[config.mk]
export PLATFORM = sky130hd
export DESIGN_NAME = wb_retire_arbiter
export DESIGN_NICKNAME = d
export VERILOG_FILES = /design/src/rtl/wb_pkg.sv /design/src/rtl/wb_chan_fifo.sv /design/src/rtl/wb_retire_arbiter.sv
export SDC_FILE = /design/constraint.sdc
export NUM_CORES = 2
export LEC_CHECK = 0
export CAP_MARGIN = 20
export CELL_PAD_IN_SITES_DETAIL_PLACEMENT = 2
export CELL_PAD_IN_SITES_GLOBAL_PLACEMENT = 2
export CORE_MARGIN = 4
export CORE_UTILIZATION = 43
export CTS_BUF_LIST = sky130_fd_sc_hd__clkbuf_16
export CTS_CLUSTER_SIZE = 28
export DETAILED_ROUTE_END_ITERATION = 6
export PLACE_DENSITY_LB_ADDON = 0.3
export SLEW_MARGIN = 10
export SYNTH_ARGS = -nofsm -noshare
export SYNTH_HDL_FRONTEND = slang
export SYNTH_SLANG_ARGS = --single-unit
[constraint.sdc]
create_clock -name clk -period 5.67 [get_ports clk]
set_input_delay 0.8505 -clock clk [delete_from_list [all_inputs] [get_ports clk]]
set_output_delay 0.8505 -clock clk [all_outputs]
set_load 0.05 [all_outputs]
[src/rtl/wb_pkg.sv]
// wb_pkg: shared types and helpers for the write-back/retire stage
package wb_pkg;
  typedef enum logic [1:0] {
    K_NOWRITE = 2'b00,
    K_DATA    = 2'b01,
    K_LINK    = 2'b10,
    K_ECALL   = 2'b11
  } wb_kind_e;
  typedef enum logic [1:0] {S_RUN, S_ECALL_REQ, S_ECALL_WR} wb_state_e;
  localparam int WB_XLEN = 64;
  // Canonical entry layout; FIFOs store the same field order as a flat vector
  typedef struct packed {
    wb_kind_e            kind;
    logic [WB_XLEN-1:0]  pc;
    logic [WB_XLEN-1:0]  data;
    logic [4:0]          dest;
  } wb_entry_t;
  function automatic logic kind_writes(wb_kind_e k, logic [4:0] dest);
    return (k == K_DATA || k == K_LINK) && dest != 5'd0;
  endfunction
endpackage

[src/rtl/wb_chan_fifo.sv]
// wb_chan_fifo: per-channel result FIFO with wrap-bit pointers and synchronous flush
module wb_chan_fifo #(
  parameter int XLEN  = 64,
  parameter int DEPTH = 4
) (
  input  logic              clk,
  input  logic              reset,
  input  logic              push,
  input  logic              pop,
  input  logic              flush,
  input  logic [2*XLEN+6:0] din,
  output logic [2*XLEN+6:0] dout,
  output logic              full,
  output logic              empty
);
  localparam int AW = $clog2(DEPTH);
  logic [AW:0]       r_wp, r_rp;
  logic [2*XLEN+6:0] r_mem [DEPTH];
  logic              w_push, w_pop;
  assign empty  = r_wp == r_rp;
  assign full   = (r_wp[AW] != r_rp[AW]) && (r_wp[AW-1:0] == r_rp[AW-1:0]);
  assign dout   = r_mem[r_rp[AW-1:0]];
  assign w_push = push && !full && !flush;
  assign w_pop  = pop && !empty && !flush;
  always_ff @(posedge clk or negedge reset) begin
    if (!reset) begin
      r_wp <= '0;
      r_rp <= '0;
    end else if (flush) begin
      r_wp <= '0;
      r_rp <= '0;
    end else begin
      if (w_push) r_wp <= r_wp + 1'b1;
      if (w_pop)  r_rp <= r_rp + 1'b1;
    end
  end
  always_ff @(posedge clk) begin
    if (w_push) r_mem[r_wp[AW-1:0]] <= din;
  end
endmodule

[src/rtl/wb_retire_arbiter.sv]
// wb_retire_arbiter: round-robin retire of per-channel results onto one RF write port, with ECALL handshake
module wb_retire_arbiter
  import wb_pkg::*;
#(
  parameter int XLEN             = 64,
  parameter int NUM_CH           = 3,
  parameter int DEPTH            = 4,
  parameter int ECALL_MIN_CYCLES = 4,
  localparam int CW = (NUM_CH > 1) ? $clog2(NUM_CH) : 1
) (
  input  logic                   clk,
  input  logic                   reset,
  input  logic [NUM_CH-1:0]      in_valid,
  output logic [NUM_CH-1:0]      in_ready,
  input  logic [NUM_CH*5-1:0]    in_dest,
  input  logic [NUM_CH*XLEN-1:0] in_data,
  input  logic [NUM_CH*XLEN-1:0] in_pc,
  input  logic [NUM_CH*2-1:0]    in_kind,
  input  logic                   flush,
  output logic                   rf_wen,
  output logic [4:0]             rf_waddr,
  output logic [XLEN-1:0]        rf_wdata,
  output logic                   retire_valid,
  output logic [XLEN-1:0]        retire_pc,
  output logic [CW-1:0]          retire_ch,
  output logic                   ecall_req,
  output logic [XLEN-1:0]        ecall_pc,
  input  logic                   ecall_ack,
  input  logic [XLEN-1:0]        ecall_result,
  output logic                   busy
);
  localparam int W  = 2*XLEN+7;
  localparam int KW = $clog2(ECALL_MIN_CYCLES+1);
  logic [W-1:0]      w_dout [NUM_CH];
  logic [NUM_CH-1:0] w_empty, w_full, w_pop;
  logic [W-1:0]      w_head;
  wb_kind_e          w_kind;
  logic [4:0]        w_hdest;
  logic [XLEN-1:0]   w_hdata, w_hpc;
  wb_state_e         r_state, w_state;
  logic [CW-1:0]     r_last, w_gnt, r_ec_ch, w_ec_ch, r_rch, w_rch;
  logic              w_gnt_valid, w_pop_en;
  logic [KW-1:0]     r_cnt, w_cnt;
  logic [4:0]        r_ec_dest, w_ec_dest, r_waddr, w_waddr;
  logic [XLEN-1:0]   r_ec_pc, w_ec_pc, r_wdata, w_wdata, r_rpc, w_rpc;
  logic              r_wen, w_wen, r_valid, w_valid;
  genvar g;
  for (g = 0; g < NUM_CH; g++) begin : g_ch
    wb_chan_fifo #(.XLEN(XLEN), .DEPTH(DEPTH)) u_fifo (
      .clk   (clk),
      .reset (reset),
      .push  (in_valid[g]),
      .pop   (w_pop[g]),
      .flush (flush),
      .din   ({in_kind[g*2 +: 2], in_pc[g*XLEN +: XLEN], in_data[g*XLEN +: XLEN], in_dest[g*5 +: 5]}),
      .dout  (w_dout[g]),
      .full  (w_full[g]),
      .empty (w_empty[g])
    );
    assign w_pop[g] = w_pop_en && (w_gnt == CW'(g));
  end
  // Walk downward so the channel nearest after r_last is the one left standing
  always_comb begin
    w_gnt_valid = 1'b0;
    w_gnt       = '0;
    for (int i = NUM_CH; i >= 1; i--) begin
      if (!w_empty[(int'(r_last) + i) % NUM_CH]) begin
        w_gnt_valid = 1'b1;
        w_gnt       = CW'((int'(r_last) + i) % NUM_CH);
      end
    end
  end
  assign w_head  = w_dout[w_gnt];
  assign w_kind  = wb_kind_e'(w_head[W-1:W-2]);
  assign w_hpc   = w_head[2*XLEN+4:XLEN+5];
  assign w_hdata = w_head[XLEN+4:5];
  assign w_hdest = w_head[4:0];
  always_comb begin
    w_state   = r_state;
    w_cnt     = r_cnt;
    w_ec_dest = r_ec_dest;
    w_ec_pc   = r_ec_pc;
    w_ec_ch   = r_ec_ch;
    w_wen     = 1'b0;
    w_valid   = 1'b0;
    w_waddr   = r_waddr;
    w_wdata   = r_wdata;
    w_rpc     = r_rpc;
    w_rch     = r_rch;
    w_pop_en  = (r_state == S_RUN) && w_gnt_valid && !flush;
    case (r_state)
      S_RUN: begin
        if (w_pop_en && w_kind == K_ECALL) begin
          w_state   = S_ECALL_REQ;
          w_cnt     = KW'(1);
          w_ec_dest = w_hdest;
          w_ec_pc   = w_hpc;
          w_ec_ch   = w_gnt;
        end else if (w_pop_en) begin
          w_valid = 1'b1;
          w_wen   = kind_writes(w_kind, w_hdest);
          w_waddr = w_hdest;
          w_wdata = (w_kind == K_LINK) ? w_hpc + XLEN'(4) : w_hdata;
          w_rpc   = w_hpc;
          w_rch   = w_gnt;
        end
      end
      S_ECALL_REQ: begin
        if (r_cnt < KW'(ECALL_MIN_CYCLES)) begin
          w_cnt = r_cnt + 1'b1;
        end else if (ecall_ack) begin
          w_state = S_ECALL_WR;
          w_valid = 1'b1;
          w_wen   = r_ec_dest != 5'd0;
          w_waddr = r_ec_dest;
          w_wdata = ecall_result;
          w_rpc   = r_ec_pc;
          w_rch   = r_ec_ch;
        end
      end
      default: begin
        w_state = S_RUN;
        w_cnt   = '0;
      end
    endcase
  end
  always_ff @(posedge clk or negedge reset) begin
    if (!reset) begin
      r_state   <= S_RUN;
      r_cnt     <= '0;
      r_last    <= '0;
      r_ec_dest <= '0;
      r_ec_pc   <= '0;
      r_ec_ch   <= '0;
      r_wen     <= 1'b0;
      r_valid   <= 1'b0;
      r_waddr   <= '0;
      r_wdata   <= '0;
      r_rpc     <= '0;
      r_rch     <= '0;
    end else begin
      r_state   <= w_state;
      r_cnt     <= w_cnt;
      r_ec_dest <= w_ec_dest;
      r_ec_pc   <= w_ec_pc;
      r_ec_ch   <= w_ec_ch;
      r_wen     <= w_wen;
      r_valid   <= w_valid;
      r_waddr   <= w_waddr;
      r_wdata   <= w_wdata;
      r_rpc     <= w_rpc;
      r_rch     <= w_rch;
      if (w_pop_en) r_last <= w_gnt;
    end
  end
  assign in_ready     = ~w_full;
  assign rf_wen       = r_wen;
  assign rf_waddr     = r_waddr;
  assign rf_wdata     = r_wdata;
  assign retire_valid = r_valid;
  assign retire_pc    = r_rpc;
  assign retire_ch    = r_rch;
  assign ecall_req    = r_state == S_ECALL_REQ;
  assign ecall_pc     = r_ec_pc;
  assign busy         = !(&w_empty) || (r_state != S_RUN);
endmodule

==> impl_metrics.json <==
{
  "status": "finished with violations",
  "violations": "hold timing",
  "start_util": 0.434,
  "fmax_mhz": 179,
  "synth_ff_type": "edfxtp_1",
  "rr_startpoint": "g_ch[1].u_fifo.r_rp[0]$_DFFE_PN0P_",
  "route.detailed.drc": 0,
  "placed_area_sq_um": 84100,
  "nets": 5346,
  "post_cts_buffers": 0,
  "layout-drive-gt1-share": 0.187,
  "clock_skew_ns": 0.0510,
  "worstPathRequired_ns": 6.42,
  "wl_per_cell_um": 41.8,
  "rr_endpoint": "rf_wdata[37]$_DFFE_PN0P_",
  "syn_inst": 4089,
  "yosysSeqAreaShare": 0.737,
  "combPwrFrac": 0.470,
  "row_count": 151,
  "synth_top_family_by_area": "multiplexers",
  "crit_arrival_ns": 6.33,
  "synthMuxAreaShare": 0.135,
  "yosys_warnings": 0,
  "grt_antenna_before_repair": 107,
  "die_x_um": 423,
  "holdWs_ns": -0.0117,
  "synthAdderAreaFrac": 0.00369,
  "switchingPower_w": 0.0259,
  "rsz0062_at_grt": "no",
  "wirelength_um": 310000,
  "syn-cell-area_sq_um": 73900,
  "clock_power_share": 0.230,
  "numCtsBuffers": 196,
  "yosys.area_share.xor_xnor": 0.00723,
  "synth_compound_gate_area_share": 0.0510,
  "die-area_sq_um": 179000,
  "die_h_um": 423,
  "vdd_ir_drop_max_uv": 527,
  "cts.htree.levels": 4,
  "synthArstFlopShare": 0.126,
  "clkTransAtPathRegs_ns": 0.06,
  "num_vias": 46559,
  "reg2regPathDepth": 13,
  "critPathKind": "reg -> reg",
  "grt_pass1_wl_um": 418000,
  "yosysTopAreaCell": "edfxtp_1",
  "finalCritPeriodShare": 0.985,
  "startpoint_type": "flop",
  "synth-seq-cells": 1853,
  "port-buffer-count": 681,
  "gp_congestion": 0.868,
  "syn_area_per_cell_sq_um": 18.1,
  "syn-num-nets": 4586,
  "min_path_type": "in -> async",
  "timing.final.crit_period_ns": 5.59,
  "track_usage": 0.335,
  "powerDensity_nw_per_um2": 625,
  "tightest_slew_ns": 1.28,
  "overflow": 0,
  "setup_viol": 0,
  "p_int_w": 0.0307,
  "grt_max_degree": 120,
  "first_iter_violations": 5917,
  "synth_edf_count": 1620,
  "synth_simple_gate_area_frac": 0.0500,
  "power.leakage_nw": 29.9,
  "placedCellCount": 6946,
  "finalNonFillerCells": 7410,
  "cts_tree": "yes",
  "cts_sinks": 1853,
  "seqPwrFrac": 0.299,
  "grt_pass1_vias": 49685,
  "final_cell_area_sq_um": 90700,
  "routed_via_density": 6.28,
  "coreArea_sq_um": 170000,
  "worstPathMaxFanout": 119,
  "area_growth_syn_to_layout_pct": 22.7,
  "fin_tns_setup_ns": 0,
  "yosysTopAreaCellShare": 0.658,
  "drt_first_pass_iters": 6,
  "end_kind": "flop",
  "hold_viol": 3,
  "synth_area_leaders": "edfxtp_1, mux4_2, dfrtp_1, nand2_1, a21oi_1",
  "netSwitchingFraction": 0.458,
  "ios": 682,
  "clock_path_buffers": 3,
  "synth_cell_type_count": 90,
  "cts_root_buf": "clkbuf_16",
  "drv_cap": 0,
  "slew_viol_final": 0,
  "max_slew_margin": 0.137,
  "rrSetupSlack_ns": 0.08,
  "antenna_left": 0,
  "dp_hpwl_um": 208000,
  "worstSkewPairLatency_ns": 0.87,
  "fillers": 14778
}
-- how the worst max path moves through the flow --
| stage | start | endpoint | slack [ns] | cells after the start |
|---|---|---|---|---|
| 3_5_place_dp | g_ch[1].u_fifo.r_rp[0]$_DFFE_PN0P_ | rf_wdata[50]$_DFFE_PN0P_ | 0.18 | 11 |
| 2_1_floorplan | g_ch[0].u_fifo.r_wp[1]$_DFFE_PN0P_ | g_ch[0].u_fifo.r_mem[0][0]$_DFFE_PP_ | 0.50 | 6 |
| 5_1_grt | g_ch[1].u_fifo.r_rp[1]$_DFFE_PN0P_ | rf_wdata[21]$_DFFE_PN0P_ | 0.02 | 15 |
| 3_3_place_gp | g_ch[1].u_fifo.r_rp[0]$_DFFE_PN0P_ | rf_wdata[2]$_DFFE_PN0P_ | 0.14 | 11 |
| 6_report | g_ch[1].u_fifo.r_rp[0]$_DFFE_PN0P_ | rf_wdata[37]$_DFFE_PN0P_ | 0.08 | 13 |
| 4_1_cts | g_ch[1].u_fifo.r_rp[0]$_DFFE_PN0P_ | rf_wdata[37]$_DFFE_PN0P_ | 0.06 | 11 |
-- worst max-delay path, stage by stage (launching register included) --
cell and delay [ns]:
dfrtp_4 0.48, xor2_1 0.35, or3_4 0.29, buf_4 0.46, o21a_4 0.64, nor2_4 0.22, nand2_1 0.18, o21ai_0 0.23
ha_1 0.40, nor2b_2 0.49, nor2_4 0.12, clkinv_8 0.48, o21ai_0 0.68, o21ai_1 0.30
-- area by class of cell --
class,count,area (sq um),share of cell area
antenna,94,235,0.00259
clock buffer,197,4930,0.0543
clock inverter,173,1420,0.0157
inverter,17,76.3,0.000841
multi-input combinational,1967,18400,0.203
sequential,1853,54500,0.601
tap,2295,2870,0.0317
timing repair buffer,814,8270,0.0911
-- through the flow --
stage	worst slack, ns	utilization	hold WS (ns)	total power [W]
3_5_place_dp	0.177	0.494	0.477	0.0428
4_1_cts	0.0631	0.531	0.00299	0.0561
2_1_floorplan	0.498	-	0.445	0.0305
6_report	0.0843	0.533	-0.0117	0.0567
5_1_grt	0.0242	0.533	0.0535	0.0581
3_3_place_gp	0.142	0.494	0.458	0.0418
-- per-layer routing --
metal,up-vias,global-route usage,part of all wire
met5,-,0,0.00049
met4,24,0.246,0.086
met3,866,0.0711,0.077
met2,2768,0.556,0.50
met1,24883,0.385,0.34
li1,18018,-,-
-- cell families (layout without fill, tap and decap cells) --
kind of cell / Yosys count / in the layout
flip-flops: 1853 / 1853
AND/OR/NAND/NOR: 773 / 773
AO/OA/AOI/OAI: 627 / 627
multiplexers: 484 / 484
buffers and inverters: 269 / 1201
XOR/XNOR: 61 / 61
adder cells (fa/ha/maj): 22 / 22
other: 0 / 94
-- cell usage after synthesis (8+ instances only) --
cell type	number
edfxtp_1	1620
mux4_2	405
nand2_1	312
dfrtp_1	233
a21oi_1	227
nor2_1	202
o21ai_0	186
clkbuf_1	135
buf_2	59
nand3_1	54
mux2i_1	50
xor2_1	44
o22ai_1	43
nor3_1	41
and3_1	40
o211ai_1	39
buf_1	31
a211oi_1	28
mux2_2	26
or3_1	25
ha_1	21
buf_4	19
inv_1	17
xnor2_1	17
a2111oi_0	16
and2_1	15
nor4_1	15
a22oi_1	11
nor4_2	11
a31oi_1	9
nand2b_1	8
-- layout by cell type, fill, tap and decap left out, types with 6 or more instances in the layout --
cell	instances
xor2_1	44
clkinv_2	40
clkbuf_16	197
and2_4	12
or3_1	25
bufinv_16	19
a21oi_1	227
o21ai_0	185
nand2_1	311
nor3_1	41
nor4_1	15
inv_6	7
diode_2	94
or2_2	7
a211oi_1	26
nand3_1	54
clkinvlp_4	11
mux2_2	26
a22oi_1	11
mux4_2	405
edfxtp_1	1620
a2111oi_0	14
o211ai_1	39
nand2b_1	7
dfrtp_4	6
inv_1	48
clkdlybuf4s50_1	680
ha_1	20
a31oi_1	9
mux2i_1	50
nor2_1	200
xnor2_1	17
buf_12	35
nor4_2	11
clkinv_1	53
o22ai_1	43
buf_4	96
and3_1	40
dfrtp_1	227
-- sequential cells by signal, summed over array words and instances (netlist names) --
| register | cells |
|---|---|
| g_ch.u_fifo.r_mem | 1620 |
| ecall_pc | 64 |
| retire_pc | 64 |
| rf_wdata | 64 |
| g_ch.u_fifo.r_rp | 9 |
| g_ch.u_fifo.r_wp | 9 |
| r_ec_dest | 5 |
| rf_waddr | 5 |
| r_cnt | 3 |
| r_ec_ch | 2 |
| r_last | 2 |
| r_state | 2 |
| retire_ch | 2 |
| retire_valid | 1 |
| rf_wen | 1 |
-- power by group through the flow --
stage | sequential (W) | clock, W | combinational, W
2_1_floorplan | 0.0191 | 0 | 0.0114
3_3_place_gp | 0.0170 | 0 | 0.0248
3_5_place_dp | 0.0171 | 0 | 0.0257
4_1_cts | 0.0169 | 0.0131 | 0.0261
5_1_grt | 0.0170 | 0.0138 | 0.0273
6_report | 0.0170 | 0.0130 | 0.0267
-- timing repair --
action	4_1_cts	5_1_grt
hold buffers	0	0
endpoints found under the setup margin	0	15
resized for setup	0	7
No activity file was read; power rests on OpenSTA's default activity.
==> RTL edit: new RTL, same flow settings <==
`DEPTH` is set to 4 in 2 places; all go to 2.
--- a/src/rtl/wb_chan_fifo.sv
+++ b/src/rtl/wb_chan_fifo.sv
@@ -3,3 +3,3 @@
   parameter int XLEN  = 64,
-  parameter int DEPTH = 4
+  parameter int DEPTH = 2
 ) (
--- a/src/rtl/wb_retire_arbiter.sv
+++ b/src/rtl/wb_retire_arbiter.sv
@@ -6,3 +6,3 @@
   parameter int NUM_CH           = 3,
-  parameter int DEPTH            = 4,
+  parameter int DEPTH            = 2,
   parameter int ECALL_MIN_CYCLES = 4,
Function: not settled (the Yosys comparison gave no result); the edit may change what the design does.
==> RTL edit against the unedited design <==
  * Cell area decreased by 39%
  * Wire length decreased by 30%
  * Hold slack improved by 0.18 ns
  * Die area decreased by 41%
  * Area after synthesis decreased by 42%
  * Sequential cell count decreased by 816
  * Worst setup slack improved by 0.069 ns
  * Critical endpoint is now rf_wdata[30]
Power is left out: the tool's default activity adds up to more than one toggle a clock period on the data nets, which glitch-free logic cannot reach.
==> RTL edit: results (changes against the unedited design) <==
* Vias in the first global route at 35945 (-28%)
* List of most frequent post-synthesis cells: edfxtp_1 (810), mux2i_1 (302), nand2_1 (250)
* First-pass DRT Iterations at 6 (unchanged)
* Final non-filler cell total at 5288 (-29%)
* CTS Buf Count at 111 (-43%)
* Ratio of cells with drive above 1 in the final layout at 10.77% (-7.9 points)
* Ys flop type: edfxtp_1
* DP Worst Slack at 0.3918 ns (+0.2145 ns)
* Synth warn at 0 (unchanged)
* Max stage delay on crit path at 0.62 ns (-0.06 ns)
* Overall Global Routing Usage at 39.10% (+5.6 points)
* Max reg flops at 810 (-50%)
* Syn_nets at 3607 (-21%)
* First-pass GRT wire length at 292900 um (-30%)
* Number of enable flip-flop cells after synthesis at 810 (-50%)
* Outcome: finished clean
* Htree depth at 3 (-1)
* Clock Skews at 0.03543 ns (-0.01558 ns)
* Maximum clock path buffer count at 3 (unchanged)
* RR Startpoint: r_last[0]
* Initial antenna violation count at 74 (-31%)
* Placer Congestion at 0.9240 (+6.4%)
* Largest net degree at the start of global routing at 112 (-6.7%)
* Dpl cells at 5002 (-28%)
* Dpl cell area at 0.05204 mm^2 (-38%)
* RR Endpoint: rf_wdata[30]
* Worst path arrival time at 6.11 ns (-0.22 ns)
* CP max stage cell: nor2_4
* Synth top area cells: edfxtp_1 (56%), dfrtp_1 (13%), mux2i_1 (7.0%)
* Post-Syn Instances at 3125 (-24%)
* Synth cell types at 86 (-4.4%)
* Crit-path max FO at 20 (-83%)
* Vias at 34492 (-26%)
* Clk Latency, worst-skew pair at 0.74 ns (-0.13 ns)
* Clock-pin slew on the worst setup and hold paths at 0.07 ns
* HPWL Detailed at 147700 um (-29%)
* Fin nets at 4304 (-19%)
* R2R setup slack at 0.15 ns (+0.07 ns)
* Total wire length at 218300 um (-30%)
* Reg2reg path depth at 17 (+4)
* Worst min-delay path class: primary input to asynchronous set/reset pin
* Worst-margin pin slew at 1.343 ns (+0.06211 ns)
* Ys async rst share at 21.89% (+9.3 points)
* CTS root buf: clkbuf_16
* Port bufs at 681 (unchanged)
* Seq/Total Area, Yosys at 69.41% (-4.3 points)
* Drt initial violations at 4424 (-25%)
==> RTL edit: critical path: cells and delay by family (launching register included) <==
family	cells	cell delay, ns
AOI/OAI and AO/OA	5	1.10
DFF	1	0.37
adders and majority gates	2	0.61
buffers and inverters	4	0.64
and+or+nand+nor	6	2.63
==> RTL edit: metrics by stage <==
step | hold slack (ns) | TNS, ns | util (%)
finish | 0.1681 | 0 | 55.84
global route | 0.2147 | -0.04877 | 55.83
floorplan | 0.4447 | -1167.70 | -
global placement | 0.4616 | 0 | 52.11
detailed placement | 0.4808 | 0 | 52.11
CTS | 0.2274 | 0 | 55.58
==> RTL edit: layer usage <==
metal  vias up  part of all wire (%)  track usage (%)
li1      13400                     -                -
met1     18027                    35            45.34
met2      2347                    48            64.43
met3       712                   9.4            10.52
met4         6                   8.0            25.10
met5         -                 0.017                0
==> RTL edit: cell families after synthesis <==
family / count (synthesis) / share of synthesized area [%]
AND/OR/NAND/NOR: 712 / 7.639
AO/OA/AOI/OAI: 683 / 9.769
XOR/XNOR: 56 / 1.169
multiplexers: 404 / 9.651
adder cells (fa/ha/maj): 7 / 0.1968
flip-flops: 1037 / 69.41
buffers and inverters: 226 / 2.162
==> RTL edit: final cells by class <==
class	instances	area, um^2
Inverter	16	67.56
Clock buffer	113	2828
Timing Repair Buffer	794	7885
Sequential cell	1037	30020
Clock inverter	98	635.6
Antenna cell	70	175.2
Multi-Input combinational cell	1862	12530
Tap cell	1298	1624
Fill cell	9138	44100
==> RTL edit: worst max path at each step <==
| stage | startpoint | to | slack (ns) |
|---|---|---|---|
| finish | r_last[0] | rf_wdata[30] | 0.15 |
| global route | r_last[0] | rf_wdata[30] | -0.05 |
| CTS | g_ch[0].u_fifo.r_wp[1] | rf_wdata[30] | 0.31 |
| detailed placement | r_last[0] | rf_wdata[30] | 0.39 |
| global placement | g_ch[0].u_fifo.r_wp[1] | rf_wdata[30] | 0.66 |
| floorplan | g_ch[0].u_fifo.r_wp[1] | g_ch[0].u_fifo.r_mem[1][0] | -1.59 |
==> RTL edit: timing repair <==
item / CTS / global route
gates resized for setup: 0 / 1
setup buffers: 0 / 2
setup endpoints to repair: 0 / 1
